File: config.mk
export PLATFORM = sky130hd
export DESIGN_NAME = multicycle_controller_flat
export DESIGN_NICKNAME = d
export VERILOG_FILES = /design/src/rtl/multicycle_controller_if.sv /design/src/rtl/multicycle_controller.sv /design/src/flat_wrapper.sv
export SDC_FILE = /design/constraint.sdc
export NUM_CORES = 1
export LEC_CHECK = 0
export ABC_AREA = 1
export CAP_MARGIN = 30
export CORE_MARGIN = 10
export CORE_UTILIZATION = 30
export CTS_CLUSTER_SIZE = 30
export DETAILED_ROUTE_END_ITERATION = 8
export PLACE_DENSITY = 0.78
export SETUP_SLACK_MARGIN = 0.1
export SLEW_MARGIN = 10
export SYNTH_ARGS = -nofsm -noshare
export SYNTH_HDL_FRONTEND = slang
export SYNTH_SLANG_ARGS = --single-unit
File: constraint.sdc
create_clock -name clk -period 1.2 [get_ports clk]
set_clock_uncertainty 0.15 [all_clocks]
set_input_delay 0.3 -clock clk [delete_from_list [all_inputs] [get_ports clk]]
set_output_delay 0.3 -clock clk [all_outputs]
set_load 0.02 [all_outputs]
File: src/rtl/multicycle_controller_if.sv
// multicycle_controller_if: control/status bundle between the multi-cycle controller and the RV32I datapath
interface multicycle_controller_if;
    logic [6:0] op;
    logic [2:0] funct3;
    logic       zero;
    logic       mem_ready;
    logic       pc_write;
    logic       adr_src;
    logic       mem_read;
    logic       mem_write;
    logic       ir_write;
    logic       reg_write;
    logic [1:0] result_src;
    logic [1:0] alu_src_a;
    logic [1:0] alu_src_b;
    logic [1:0] alu_op;
    logic [1:0] imm_src;
    logic       illegal_op;
    logic [3:0] state_dbg;

    modport master (
        input  op, funct3, zero, mem_ready,
        output pc_write, adr_src, mem_read, mem_write, ir_write, reg_write,
               result_src, alu_src_a, alu_src_b, alu_op, imm_src, illegal_op, state_dbg
    );

    modport slave (
        output op, funct3, zero, mem_ready,
        input  pc_write, adr_src, mem_read, mem_write, ir_write, reg_write,
               result_src, alu_src_a, alu_src_b, alu_op, imm_src, illegal_op, state_dbg
    );
endinterface

File: src/rtl/multicycle_controller.sv
// multicycle_controller: RV32I multi-cycle control FSM with memory-ready stalls and trap on unsupported opcodes
module multicycle_controller #(
    parameter bit EN_IMM   = 1'b1,
    parameter bit EN_JAL   = 1'b1,
    parameter bit EN_BNE   = 1'b1,
    parameter bit WAIT_MEM = 1'b1
) (
    input logic                   clk,
    input logic                   rst_n,
    multicycle_controller_if.master bus
);
    typedef enum logic [3:0] {
        FETCH    = 4'd0,
        DECODE   = 4'd1,
        MEMADR   = 4'd2,
        MEMREAD  = 4'd3,
        MEMWB    = 4'd4,
        MEMWRITE = 4'd5,
        EXECR    = 4'd6,
        EXECI    = 4'd7,
        ALUWB    = 4'd8,
        BRANCH   = 4'd9,
        JAL      = 4'd10,
        TRAP     = 4'd11
    } state_t;

    state_t     state, next;
    logic       rdy, taken, pc_w, ir_w, reg_w, mrd, mwr, adr;
    logic [1:0] rs, a, b, aop;

    assign rdy   = WAIT_MEM ? bus.mem_ready : 1'b1;
    assign taken = (bus.funct3 == 3'b000 && bus.zero) || (EN_BNE && bus.funct3 == 3'b001 && !bus.zero);

    // state register; reset aborts any instruction in flight
    always_ff @(posedge clk or negedge rst_n) begin
        if (!rst_n) state <= FETCH;
        else        state <= next;
    end

    // next-state and control decode
    always_comb begin
        next  = state;
        pc_w  = 1'b0;
        ir_w  = 1'b0;
        reg_w = 1'b0;
        mrd   = 1'b0;
        mwr   = 1'b0;
        adr   = 1'b0;
        rs    = 2'b00;
        a     = 2'b00;
        b     = 2'b00;
        aop   = 2'b00;
        case (state)
            FETCH: begin
                mrd  = 1'b1;
                b    = 2'b10;
                rs   = 2'b10;
                pc_w = rdy;
                ir_w = rdy;
                next = rdy ? DECODE : FETCH;
            end
            DECODE: begin
                a = 2'b01;
                b = 2'b01;
                case (bus.op)
                    7'b0000011, 7'b0100011: next = MEMADR;
                    7'b0110011:             next = EXECR;
                    7'b0010011:             next = EN_IMM ? EXECI : TRAP;
                    7'b1100011:             next = (bus.funct3 == 3'b000 || (EN_BNE && bus.funct3 == 3'b001)) ? BRANCH : TRAP;
                    7'b1101111:             next = EN_JAL ? JAL : TRAP;
                    default:                next = TRAP;
                endcase
            end
            MEMADR: begin
                a    = 2'b10;
                b    = 2'b01;
                next = (bus.op == 7'b0000011) ? MEMREAD : MEMWRITE;
            end
            MEMREAD: begin
                adr  = 1'b1;
                mrd  = 1'b1;
                next = rdy ? MEMWB : MEMREAD;
            end
            MEMWB: begin
                rs    = 2'b01;
                reg_w = 1'b1;
                next  = FETCH;
            end
            MEMWRITE: begin
                adr  = 1'b1;
                mwr  = 1'b1;
                next = rdy ? FETCH : MEMWRITE;
            end
            EXECR: begin
                a    = 2'b10;
                aop  = 2'b10;
                next = ALUWB;
            end
            EXECI: begin
                a    = 2'b10;
                b    = 2'b01;
                aop  = 2'b10;
                next = ALUWB;
            end
            ALUWB: begin
                reg_w = 1'b1;
                next  = FETCH;
            end
            BRANCH: begin
                a    = 2'b10;
                aop  = 2'b01;
                pc_w = taken;
                next = FETCH;
            end
            JAL: begin
                a    = 2'b01;
                b    = 2'b10;
                pc_w = 1'b1;
                next = ALUWB;
            end
            TRAP:    next = TRAP;
            default: next = TRAP;
        endcase
    end

    assign bus.pc_write   = pc_w & rst_n;
    assign bus.ir_write   = ir_w & rst_n;
    assign bus.reg_write  = reg_w & rst_n;
    assign bus.mem_read   = mrd & rst_n;
    assign bus.mem_write  = mwr & rst_n;
    assign bus.adr_src    = adr;
    assign bus.result_src = rs;
    assign bus.alu_src_a  = a;
    assign bus.alu_src_b  = b;
    assign bus.alu_op     = aop;
    assign bus.illegal_op = (state == TRAP);
    assign bus.state_dbg  = state;
    assign bus.imm_src    = (bus.op == 7'b0100011) ? 2'b01 :
                            (bus.op == 7'b1100011) ? 2'b10 :
                            (bus.op == 7'b1101111) ? 2'b11 : 2'b00;
endmodule

File: src/flat_wrapper.sv
// flat-port wrapper written by rule: the top's interface ports become plain ports
module multicycle_controller_flat 
#(
    parameter bit EN_IMM   = 1'b1,
    parameter bit EN_JAL   = 1'b1,
    parameter bit EN_BNE   = 1'b1,
    parameter bit WAIT_MEM = 1'b1
)
  (clk, rst_n, bus_op, bus_funct3, bus_zero, bus_mem_ready, bus_pc_write, bus_adr_src, bus_mem_read, bus_mem_write, bus_ir_write, bus_reg_write, bus_result_src, bus_alu_src_a, bus_alu_src_b, bus_alu_op, bus_imm_src, bus_illegal_op, bus_state_dbg);
  multicycle_controller_if bus_i ();
  input logic clk;
  input logic rst_n;
  input wire logic [$bits(bus_i.op)-1:0] bus_op;
  input wire logic [$bits(bus_i.funct3)-1:0] bus_funct3;
  input wire logic [$bits(bus_i.zero)-1:0] bus_zero;
  input wire logic [$bits(bus_i.mem_ready)-1:0] bus_mem_ready;
  output wire logic [$bits(bus_i.pc_write)-1:0] bus_pc_write;
  output wire logic [$bits(bus_i.adr_src)-1:0] bus_adr_src;
  output wire logic [$bits(bus_i.mem_read)-1:0] bus_mem_read;
  output wire logic [$bits(bus_i.mem_write)-1:0] bus_mem_write;
  output wire logic [$bits(bus_i.ir_write)-1:0] bus_ir_write;
  output wire logic [$bits(bus_i.reg_write)-1:0] bus_reg_write;
  output wire logic [$bits(bus_i.result_src)-1:0] bus_result_src;
  output wire logic [$bits(bus_i.alu_src_a)-1:0] bus_alu_src_a;
  output wire logic [$bits(bus_i.alu_src_b)-1:0] bus_alu_src_b;
  output wire logic [$bits(bus_i.alu_op)-1:0] bus_alu_op;
  output wire logic [$bits(bus_i.imm_src)-1:0] bus_imm_src;
  output wire logic [$bits(bus_i.illegal_op)-1:0] bus_illegal_op;
  output wire logic [$bits(bus_i.state_dbg)-1:0] bus_state_dbg;
  assign bus_i.op = bus_op;
  assign bus_i.funct3 = bus_funct3;
  assign bus_i.zero = bus_zero;
  assign bus_i.mem_ready = bus_mem_ready;
  assign bus_pc_write = bus_i.pc_write;
  assign bus_adr_src = bus_i.adr_src;
  assign bus_mem_read = bus_i.mem_read;
  assign bus_mem_write = bus_i.mem_write;
  assign bus_ir_write = bus_i.ir_write;
  assign bus_reg_write = bus_i.reg_write;
  assign bus_result_src = bus_i.result_src;
  assign bus_alu_src_a = bus_i.alu_src_a;
  assign bus_alu_src_b = bus_i.alu_src_b;
  assign bus_alu_op = bus_i.alu_op;
  assign bus_imm_src = bus_i.imm_src;
  assign bus_illegal_op = bus_i.illegal_op;
  assign bus_state_dbg = bus_i.state_dbg;
  multicycle_controller #(.EN_IMM(EN_IMM), .EN_JAL(EN_JAL), .EN_BNE(EN_BNE), .WAIT_MEM(WAIT_MEM)) u_core (.clk(clk), .rst_n(rst_n), .bus(bus_i));
endmodule
==> summary by stage, run 1 <==
Clocking
Hold repair after CTS inserted 0 buffers. The root buffer cell is clkbuf_4. The clock net in this run drives a total of 4 sinks. The H-tree depth is 1. The total clock buffers created by CTS is 3. The longest clock path from root to sink contains 2 buffers.

Outcome
The first error in the log reads "[ERROR DPL-0038] Utilization greater than 100%, impossible to legalize". The flow did not finish. The stage where the flow stopped is 5_1_grt.

Placement
The count of port buffers added during placement is 34. The detailed placer's ending HPWL is approximately 2100 um. OpenSTA, run right after detailed placement, puts the worst setup slack at -1270 ps. Routability-driven placement finished with a final weighted congestion of 0.896.

Logic synthesis
Of the total synthesized cell area, the portion taken by full adders, half adders and majority gates is 0. The sequential fraction of the synthesis area is 0.207. The average instance in the mapped netlist occupies 5.21 um2. The share of synthesized area in the top cell type comes to 0.217. After synthesis, the largest family of logic cells by area is simple AND/OR/NAND/NOR gates. The number of flip-flops and latches in the synthesized netlist is 4. The number of library cell types mapped by synthesis is 17. By area the synthesized netlist is led by nand2_1 (22%), dfrtp_1 (21%), nor2_1 (15%).

nand2_1 takes more of the synthesized area than any other cell. Of the total synthesized cell area, the portion taken by AND, OR, NAND and NOR gates is 0.501. Of the total synthesized cell area, the portion taken by XOR and XNOR cells is 0.0181. The number of instances in the synthesized netlist is 93.

The mux contribution to synthesized area is 0. The post-synthesis compound-gate area fraction was 0.127. The post-synth design cell area is 484 um2. During synthesis, Yosys emitted a total of 0 warnings. The number of nets produced by synthesis is 107.

GRT
The maximum number of pins on one net before global-route repair is 6.

Die
The die height is 60.2 um. The starting density of the core is 0.318. During I/O placement, the number of pins put on the boundary was 35. The die width is between 60 and 70 um.

The number of placement rows is 14.

Timing
The worst-path endpoint category is an output port. The worst-path endpoint after global-route repair_timing is bus_pc_write.
kinds of logic after synthesis:
family                    count (synthesis)
xor gates and xnor gates                  1
and+or+nand+nor                          59
DFF                                       4
AOI/OAI and AO/OA                        10
buffers and inverters                    19
cells in the mapped netlist:
library cell and count:
nand3b_1 1, inv_1 18, nand3_1 6, a21oi_1 3
nor2_2 1, nor3_1 2, nand2_1 28, nand2_2 1
nor2_1 19, dfrtp_1 4, a211oi_1 1, o21ai_0 3
o21ai_2 1, o211ai_1 2, xor2_1 1, inv_2 1
nand4_1 1
metrics by stage:
| step | cell area [um2] | utilization | hold WS [ps] | std cells | TNS, ps |
|---|---|---|---|---|---|
| 3_3_place_gp | 1230 | 0.810 | 465 | 175 | -18450 |
| 4_1_cts | 1370 | 0.897 | 235 | 183 | -10360 |
| 2_1_floorplan | 622 | - | -146 | 93 | -4620 |
| 3_5_place_dp | 1230 | 0.810 | 464 | 175 | -19050 |
repair_timing:
action,in CTS
setup endpoints to repair,25
buffers inserted,5
gates resized for setup,184
pin swaps,17
==> run 2, diff against run 1 <==
- CORE_AREA: default -> 10 10 71 73
- CORE_MARGIN: 10 -> default
- CORE_UTILIZATION: 30 -> default
- CTS_CLUSTER_SIZE: 30 -> default
- DIE_AREA: default -> 0 0 81 83
- PLACE_DENSITY: 0.78 -> default
- PLACE_DENSITY_LB_ADDON: default -> 0.15
- SETUP_SLACK_MARGIN: 0.1 -> default
- clock period: 1.2 -> 1.55 ns (I/O delays scaled with it)
==> run 2 against run 1 <==
The flow now finishes, with violations (setup timing); synthesized area unchanged; synthesized cell count unchanged.
==> summary by stage, run 2 <==
Outcome
The flow ran to the end, but the final reports show violations. The final reports fail on setup timing.

Power and ir drop
The part of the power in the clock network is 0.489. The sequential group share of total power is 0.244. The net switching power of the design is about 0.097 mW.

Of the total power, the share spent switching nets is 0.226. The share of total power dissipated in combinational logic is 0.267. The leakage power total is about 0.9 nW. The power consumption is ~0.43 mW. The internal cell power is 0.334 mW. The power per unit of standard cell area is approximately 240 mW/mm2. The worst voltage drop across the vdd grid is 0.166 mV.

GRT
The number of antenna violations at the first check in global routing is 0. The first-pass GRT wire length is slightly below 5000 um. The all-layer global routing usage is 0.0878.

Summed over all layers, the global routing overflow is 0. The via count of the first global-routing pass is approximately 1100. The maximum number of pins on one net before global-route repair is 6.

Logic synthesis
The number of instances in the synthesized netlist is 93 (unchanged). The portion of synthesized cell area occupied by the leading cell type is 0.217 (unchanged). Sorting the synthesized cells by area gives the leading types as nand2_1 (22%), dfrtp_1 (21%), nor2_1 (15%). By count the netlist is led by nand2_1 (28), nor2_1 (19), inv_1 (18). The count of yosys warnings during synthesis was 0 (unchanged).

The most instantiated library cell after synthesis is nand2_1. Among all flip-flop cells after synthesis, the most frequent one is dfrtp_1. The fraction of registers with async set/reset is 1.00 (unchanged). The number of flip-flops and latches in the synthesized netlist is 4 (unchanged). The number of enable flip-flop cells after synthesis came to 0 (unchanged). The number of library cell types mapped by synthesis is 17 (unchanged). The cell taking the most area after synthesis is nand2_1. The number of nets produced by synthesis came to 107 (unchanged). The post-synth design cell area is 484 um2 (unchanged).

The sequential fraction of the synthesis area came to 0.207 (unchanged). The average footprint of a synthesized cell is 5.21 um2 (unchanged).

Clocking
The total clock buffers created by CTS came to 3 (unchanged). The hold buffer count at cts came to 0 (unchanged). The largest buffer count on any clock path is 2 (unchanged). The H-tree depth is 1 (unchanged). The root buffer cell chosen for the clock tree is clkbuf_8.

The number of clock sinks seen by CTS is 4 (unchanged). The clock transition at the register clock pins on the worst setup and hold paths after CTS is 30 ps. TritonCTS built the clock tree. At the later pin of the worst-skew pair, clock insertion delay measures approximately 210 ps.

Timing
The final-report max-slew violation count is 0. The fraction of the cycle the final worst path needs is 1.22. Headroom to the max-slew limit came out at 0.864. Setup repair after global routing could not meet its margin everywhere. The post-layout minimum cycle time is 1890 ps. Static timing analysis puts the maximum clock frequency at 530 MHz. The setup slack after layout is -338 ps. The hold violation count in the final report is 0. After routing, the total negative slack on setup checks comes to -4490 ps. For the pin with the worst max-slew slack, the measured transition is about 200 ps. Setup violations remaining at the end of the flow were counted as 22.

Routing
The detail route stage leaves a number of antenna-violating nets equal to 0. For this block, wires on met1 add up to 1070 um. The met3 wirelength from detailed routing is 199 um. Using the TritonRoute via totals, the vias-per-cell ratio works out to roughly 4. The first TritonRoute pass finished after 4 iterations. Detailed routing inserted a total of 965 vias.

After detailed routing, no signal wire sits above met4. The detailed router's first-iteration violation count is 41. Wire segments on met2 add up to about 1700 um in the final route. In the final routed layout, each cell accounts on average for 12.6 um. The routed wire length is 3070 um. The remaining design rule violation count is 0.

Worst setup path
Data arrives at the worst endpoint at 1350 ps. The largest fanout on the critical path is 4. At the worst endpoint, the required time is 1010 ps.

The critical path class is reg -> out. The kind of start point of the critical path is a flop. STA classifies the critical path endpoint as an output port.

Placement
The placer congestion estimate came to 0.829 (-7.4%). The detailed placer's ending HPWL is 2080 um (-1.1%). The count of port buffers added during placement is 34 (unchanged).

Die
The die height is 83 um (+38%). The starting density of the core is 0.133 (-0.184). The core region area is 0.00363 mm2. The count of pins on the block boundary is 35 (unchanged). The die width is 81 um (+35%). The number of placement rows was 22 (+8).

The area of the die is 0.00672 mm2.

Cells and area
The register with the most flip-flops in the layout has 4 of them. The final antenna diode count is 0. In the final design database the tool counted 212 nets. The most common cell after layout, fill and taps aside is buf_4. In the final layout, the share of cells above drive strength 1 is 0.801. The top cell types in the final layout, fill and taps aside, are buf_4 (51), buf_6 (37), nor2_4 (12). Counting the fill cells in the layout gives 357. Relative to the synthesized area, the layout overhead comes to 268%.

Worst hold path
The kind of path behind the tightest hold check is in -> async.

Job
The max-capacitance violation count is 0.
==> run 2: through the flow <==
step / utilization / cells / hold slack (ps) / cell area (um2) / worst slack (ps)
finish: 0.490 / 244 / 90.0 / 1780 / -338
CTS: 0.439 / 237 / 80.8 / 1600 / -342
global route: 0.490 / 244 / 84.5 / 1780 / -423
floorplan: - / 93 / -58.1 / 556 / -176
detailed placement: 0.337 / 209 / 490 / 1220 / -936
global placement: 0.337 / 209 / 491 / 1220 / -919
==> run 2: kinds of logic (layout without fill, tap and decap cells) <==
| logic type | count (synthesis) | after routing | synth area share |
|---|---|---|---|
| compound gates | 10 | 10 | 0.127 |
| xor+xnor | 1 | 1 | 0.0181 |
| buf+inv | 19 | 122 | 0.147 |
| flops | 4 | 4 | 0.207 |
| simple gates | 59 | 59 | 0.501 |
==> run 2: routing by layer <==
metal / track usage / vias up
met5: 0 / -
met4: 0.0360 / 0
met3: 0.0140 / 8
met2: 0.171 / 27
met1: 0.0859 / 435
li1: - / 495
==> run 2: final timing paths <==
check | startpoint | end | slack [ps] | cells past startpoint
setup / recovery | u_core.bus.state_dbg[2] | bus_pc_write | -340 | 6
hold / removal | rst_n | u_core.bus.state_dbg[3] | 90 | 2
setup reg to reg | u_core.bus.state_dbg[2] | u_core.bus.state_dbg[0] | -230 | 13
hold reg to reg | u_core.bus.state_dbg[3] | u_core.bus.state_dbg[3] | 580 | 3
max in group asynchronous | rst_n | u_core.bus.state_dbg[2] | 1050 | 2
min in group clk | bus_op[6] | u_core.bus.state_dbg[2] | 360 | 5
==> run 2: what timing repair did <==
item,CTS,global route
setup endpoints to repair,25,22
resized for setup,203,35
hold endpoints to repair,0,0
setup buffers,30,8
pin swaps,23,18
==> run 2: critical path, cell delays in order (launching register included) <==
cell and delay (ps):
dfrtp_2 440, nor2_4 160, nand2_2 80, inv_2 60
nand3_2 100, a21oi_4 160, buf_6 130
==> run 2: power groups by stage <==
| stage | clock network, mW | registers [mW] | logic, mW |
|---|---|---|---|
| global placement | 0 | 0.106 | 0.0826 |
| finish | 0.211 | 0.105 | 0.115 |
| CTS | 0.219 | 0.105 | 0.0963 |
| detailed placement | 0 | 0.106 | 0.0839 |
| global route | 0.223 | 0.105 | 0.123 |
| floorplan | 0 | 0.106 | 0.0179 |
==> run 2: cell type report <==
cell class | instances | area, um2 | share of cell area
multi-input combinational | 70 | 566 | 0.318
inverter | 19 | 86.3 | 0.0485
clock buffer | 3 | 41.3 | 0.0232
timing repair buffer | 100 | 922 | 0.518
tap | 48 | 60.1 | 0.0337
sequential | 4 | 105 | 0.0590
Note: power is estimated with default switching activity, not from simulation.
==> run 3, diff against run 2 <==
- CTS_CLUSTER_DIAMETER: default -> 150
==> results of run 3 <==
Final layout, timing and power as in run 2 (identical DEF).
==> run 4, diff against run 3 <==
- ABC_CLOCK_PERIOD_IN_PS: default -> 1550
==> results of run 4 <==
Final layout, timing and power as in run 2 (identical DEF).
==> edit 1: new RTL, config.mk and constraints of run 3 <==
`EN_BNE` is set to 1'b1 in 2 places; all go to 1'b0.
--- a/src/rtl/multicycle_controller.sv
+++ b/src/rtl/multicycle_controller.sv
@@ -2,7 +2,7 @@
 module multicycle_controller #(
     parameter bit EN_IMM   = 1'b1,
     parameter bit EN_JAL   = 1'b1,
-    parameter bit EN_BNE   = 1'b1,
+    parameter bit EN_BNE   = 1'b0,
     parameter bit WAIT_MEM = 1'b1
 ) (
     input logic                   clk,
--- a/src/flat_wrapper.sv
+++ b/src/flat_wrapper.sv
@@ -3,7 +3,7 @@
 #(
     parameter bit EN_IMM   = 1'b1,
     parameter bit EN_JAL   = 1'b1,
-    parameter bit EN_BNE   = 1'b1,
+    parameter bit EN_BNE   = 1'b0,
     parameter bit WAIT_MEM = 1'b1
 )
   (clk, rst_n, bus_op, bus_funct3, bus_zero, bus_mem_ready, bus_pc_write, bus_adr_src, bus_mem_read, bus_mem_write, bus_ir_write, bus_reg_write, bus_result_src, bus_alu_src_a, bus_alu_src_b, bus_alu_op, bus_imm_src, bus_illegal_op, bus_state_dbg);
Behaviour: not the same (Yosys sat finds a counterexample within 4 cycles, from zero or initial values and one cycle with rst_n low).
==> edit 1 against run 3 <==
- the run still ends with setup timing left
- cell count fell by 6.6%
- total power decreased by 1.5%
- sequential cell count stayed put
- synthesized area increased by 8.3%
- sequential share of layout area grew 1.1 points
- core utilization decreased by 7.7 points
- wire length shrank 14%
- setup slack gained 0.030 ns
- sequential power is essentially flat
- cell area decreased by 16%
- critical endpoint is now bus_reg_write
- largest cell class unchanged
- highest routed layer unchanged
==> edit 1: results (changes against run 3) <==
status - finished, violations left
failing checks - setup timing
r2r startpoint - u_core.bus.state_dbg[3]
YS warnings - 0 (unchanged)
top-area cell type share of the netlist area - 20.0% (-1.7 points)
Post-Syn Nets - 109 (+1.9%)
Iter 0 DRT Violations - 12 (-71%)
worst vdd ir - 0.182 mV (+9.4%)
TritonCTS buffer count - 3 (unchanged)
clock network latency to the later pin of the worst-skew pair - 0.21 ns (about the same)
initial antenna violation count - 0 (unchanged)
Largest register FFs - 4 (unchanged)
final setup vio count - 16 (-27%)
I/O Buffers - 34 (unchanged)
Pleak - 0.765 nW (-13%)
fraction of layout cells with a size suffix above 1 - 77.2% (-2.9 points)
DR WL/cell - 11.6 microns (-7.7%)
R2R Setup Slk - 0.10 ns (+0.33 ns)
critical path peak fanout - 3 (-1)
Pre-antenna DRT Iters - 2 (-2)
GP Congestion - 0.782 (-5.7%)
FF-to-FF End - u_core.bus.state_dbg[2]
EDFF count, synth - 0 (unchanged)
Post-Place Setup Slack - -0.988 ns (-0.0514 ns)
first-pass GRT wire length - 4150 microns (-15%)
Synth area leaders - nand2_1 (20%), dfrtp_1 (19%), nor2_1 (8.6%), inv_1 (7.9%), nand3_1 (7.6%)
synth unique cells - 20 (+3)
cells on worst reg2reg path - 7 (-6)
Layout Nets - 196 (-7.5%)
Final Worst Setup Slack - -0.307 ns (+0.0304 ns)
htree depth - 1 (unchanged)
Worst-path clk slew - 0.03 ns (about the same)
hold crit path type - in2async
DP Wirelength - 2090 microns (+0.77%)
layout filler cell count - 400 (+12%)
largest net degree at the start of global routing - 6 (unchanged)
critical path launch point - u_core.bus.state_dbg[2]
GRT Util Overall - 7.61% (-1.2 points)
Critical Path AT - 1.32 ns (-0.03 ns)
Antenna diodes - 0 (unchanged)
Least-Margin Pin Slew - 0.225 ns (+0.0234 ns)
Post-synth top cells - nand2_1 (28), nor2_1 (12), inv_1 (11), inv_2 (8), nand3_1 (8)
Via-to-Cell Ratio - 3.83 (-3.2%)
Crit-path slowest cell - dfrtp_2
crit-path max cell delay - 0.42 ns (-0.02 ns)
Worst Setup EP - bus_reg_write
clk root buf - clkbuf_8
Seq/Total Area, Yosys - 19.1% (-1.6 points)
CTS Buffer Depth - 2 (unchanged)
vias in the first global route - 943 (-13%)
TNS Setup - -3.34 ns (+1.15 ns)
==> edit 1: cell types whose count changed after synthesis, moves of 2 or more <==
cell     delta
nand3_1     +2
inv_2       +7
inv_1       -7
nor2_2      +3
nor2_1      -7
nand2_2     +3
nor2_4      +2
==> edit 1: worst min-delay path by stage <==
| stage | end | startpoint | depth (start not counted) |
|---|---|---|---|
| 2_1_floorplan | u_core.bus.state_dbg[0] | rst_n | 0 |
| 3_3_place_gp | u_core.bus.state_dbg[3] | rst_n | 2 |
| 3_5_place_dp | u_core.bus.state_dbg[2] | rst_n | 2 |
| 4_1_cts | u_core.bus.state_dbg[2] | rst_n | 2 |
| 5_1_grt | u_core.bus.state_dbg[2] | rst_n | 2 |
| 6_report | u_core.bus.state_dbg[2] | rst_n | 2 |
==> edit 1: routing by layer <==
| metal | track usage, % | vias to the layer above | part of all wire (%) |
|---|---|---|---|
| met5 | 0 | - | 0 |
| met4 | 3.44 | 0 | 1.5 |
| met3 | 1.83 | 4 | 7.2 |
| met2 | 14.3 | 30 | 53 |
| met1 | 7.37 | 377 | 38 |
| li1 | - | 462 | - |
==> edit 1: layout make-up <==
| type | instances | area share (%) |
|---|---|---|
| Tap cell | 48 | 4.01 |
| Clock buffer | 3 | 2.75 |
| Timing Repair Buffer | 82 | 46.2 |
| Multi-Input combinational cell | 71 | 34.3 |
| Sequential cell | 4 | 7.01 |
| Inverter | 20 | 5.68 |
==> edit 1: timing repair <==
action / in CTS / in global routing
resized for setup: 165 / 25
pin swaps: 16 / 15
setup buffers: 16 / 3
endpoints found under the setup margin: 23 / 21
==> edit 1: through the flow <==
stage / area [sq um] / cells / hold WS (ns)
floorplan: 588 / 95 / -0.0581
global placement: 1240 / 209 / 0.551
detailed placement: 1240 / 209 / 0.550
CTS: 1420 / 228 / 0.0848
global route: 1500 / 228 / 0.0849
finish: 1500 / 228 / 0.0823
==> edit 1: logic make-up after synthesis <==
family | Yosys count | synth area share, %
buf+inv | 20 | 14.3
compound gates | 8 | 9.31
flops | 4 | 19.1
simple gates | 63 | 57.3
==> edit 1: worst register-to-register path, cell delays in order (launching register included) <==
cell	delay [ns]
dfrtp_2	0.44
nor2_4	0.17
buf_4	0.15
nand2_4	0.05
buf_4	0.12
o21ai_1	0.14
inv_1	0.06
nand3_1	0.08
==> edit 1: where the power goes <==
| part | internal, mW | switching [mW] | total (mW) |
|---|---|---|---|
| Sequential | 0.105 | 0 | 0.105 |
| Combinational | 0.0633 | 0.0472 | 0.110 |
| Clock | 0.165 | 0.0444 | 0.209 |
==> edit 2: new RTL, flow settings as in run 3 <==
Made on the original files. Make the reset (`rst_n`) synchronous in one clocked block.
--- a/src/rtl/multicycle_controller.sv
+++ b/src/rtl/multicycle_controller.sv
@@ -32,7 +32,7 @@
     assign taken = (bus.funct3 == 3'b000 && bus.zero) || (EN_BNE && bus.funct3 == 3'b001 && !bus.zero);
 
     // state register; reset aborts any instruction in flight
-    always_ff @(posedge clk or negedge rst_n) begin
+    always_ff @(posedge clk) begin
         if (!rst_n) state <= FETCH;
         else        state <= next;
     end
Behaviour: differs if rst_n is asserted again (counterexample within 4 cycles, from zero or initial values and one cycle with rst_n low); with rst_n held inactive, the same outputs for 10 cycles.
==> edit 2 against run 3 <==
- the run still ends with setup timing left
- sequential cell count stayed put
- non-clock buffer count is 19 lower
- register-to-register slack better by 0.25 ns
- sequential share of layout area is 0.089 points higher
- cell area is 13% lower
- die area stayed put
- setup slack better by 0.073 ns
- synthesized area is 8.0% higher
- critical endpoint unchanged
- wire length is 16% lower
- via count is 7.9% lower
- core utilization is 6.5 points lower
Power is left out: it rests on default switching activity, and per cell area and clock period it moved more than threefold.
==> edit 2: results (changes against run 3) <==
Layout Nets - 193 (-9.0%)
clk root buf - clkbuf_8
CTS Buffer Depth - 2 (unchanged)
fraction of layout cells with a size suffix above 1 - 77.5% (-2.6 points)
status - finished, violations left
htree depth - 1 (unchanged)
Main synth FF type - dfxtp_1
GP Congestion - 0.761 (-8.2%)
Critical Path AT - 1.28 ns (-0.07 ns)
top-area cell type share of the netlist area - 15.8% (-5.9 points)
final setup vio count - 17 (-23%)
mux contribution to synthesized area - 0% (unchanged)
Synth area leaders - nand2_1 (16%), dfxtp_1 (15%), inv_1 (9.3%), nor2_1 (9.3%), nor2_4 (8.6%)
top-count cell post-synth - nand2_1
clock network latency to the later pin of the worst-skew pair - 0.22 ns
YS warnings - 0 (unchanged)
synth unique cells - 21 (+4)
vias in the first global route - 1002 (-7.3%)
Synth Area in Adders - 0% (unchanged)
TritonCTS buffer count - 3 (unchanged)
Pre-antenna DRT Iters - 4 (unchanged)
DP Wirelength - 2020 microns (-2.6%)
failing checks - setup timing
uppermost layer routed - met4
hold crit path type - in2reg
Worst-path clk slew - 0.03 ns (about the same)
initial antenna violation count - 0 (unchanged)
Synth Area in XOR/XNOR - 0% (-1.8 points)
first-pass GRT wire length - 4240 microns (-13%)
Post-Syn Nets - 107 (unchanged)
Largest register FFs - 4 (unchanged)
GRT Util Overall - 7.58% (-1.2 points)
Iter 0 DRT Violations - 38 (-7.3%)
Post-synth ARST share - 0% (-100 points)
# DRC - 0 (unchanged)
TNS Setup - -2.45 ns (+2.04 ns)
Post-synth top cells - nand2_1 (22), inv_1 (13), nor2_1 (13), a21oi_1 (6)
routed wl met2 - 1420 microns (-18%)
Seq/Total Area, Yosys - 15.3% (-5.4 points)
DR WL/cell - 11.4 microns (-9.1%)
metal3 WL - 194 microns (-2.5%)
Synth Area in Compound Gates - 17.0% (+4.3 points)
I/O Buffers - 34 (unchanged)
layout filler cell count - 382 (+7.0%)
via count - 889 (-7.9%)
Antenna diodes - 0 (unchanged)
largest net degree at the start of global routing - 6 (unchanged)
Slew HR - 85.5% (-0.88 points)
critical path peak fanout - 3 (-1)
Final Worst Setup Slack - -0.265 ns (+0.0728 ns)
M1 wire length - 936 microns (-13%)
==> edit 2: final cells by class <==
type	count	area share (%)
tap	48	3.89
sequential	4	5.99
timing repair buffer	81	44.3
multi-input combinational	71	37.5
clock buffer	4	2.91
inverter	18	5.43
==> edit 2: repair_timing <==
action                                  in CTS  in global routing
pin swaps                                   16                 14
resized for setup                          180                 32
endpoints found under the setup margin      23                 22
hold buffers                                 0                  0
setup buffers                               13                  6
==> edit 2: logic make-up after synthesis <==
group,Yosys count
AND/OR/NAND/NOR,56
buffers and inverters,18
AO/OA/AOI/OAI,15
flip-flops,4
==> edit 2: final timing paths <==
| check | from | end | slack (ns) | cells past startpoint |
|---|---|---|---|---|
| max | u_core.bus.state_dbg[3] | bus_pc_write | -0.27 | 6 |
| min | rst_n | u_core.bus.state_dbg[0] | 0.38 | 3 |
| max reg2reg | u_core.bus.state_dbg[3] | u_core.bus.state_dbg[0] | 0.02 | 10 |
| min reg2reg | u_core.bus.state_dbg[3] | u_core.bus.state_dbg[3] | 0.57 | 3 |
==> edit 2: routing by layer <==
layer | global-route usage (%) | vias to the layer above
li1 | - | 461
met1 | 7.33 | 398
met2 | 14.1 | 25
met3 | 2.48 | 5
met4 | 2.82 | 0
met5 | 0 | -
==> edit 2: metrics by stage <==
step	cells	hold WS [ns]	instance area (sq um)	setup WS [ns]
after floorplan	93	0.335	578	-0.0995
after global placement	203	0.445	1200	-1.00
after detailed placement	203	0.436	1200	-1.01
after CTS	220	0.382	1450	-0.267
after global routing	226	0.442	1550	-0.346
final	226	0.378	1550	-0.265
==> edit 2: worst max-delay path, cell delays in order (launching register included) <==
cell     delay (ns)
dfxtp_4        0.36
buf_4          0.12
nand2_4        0.07
nor2_2         0.14
inv_2          0.08
a31oi_4        0.16
buf_6          0.14
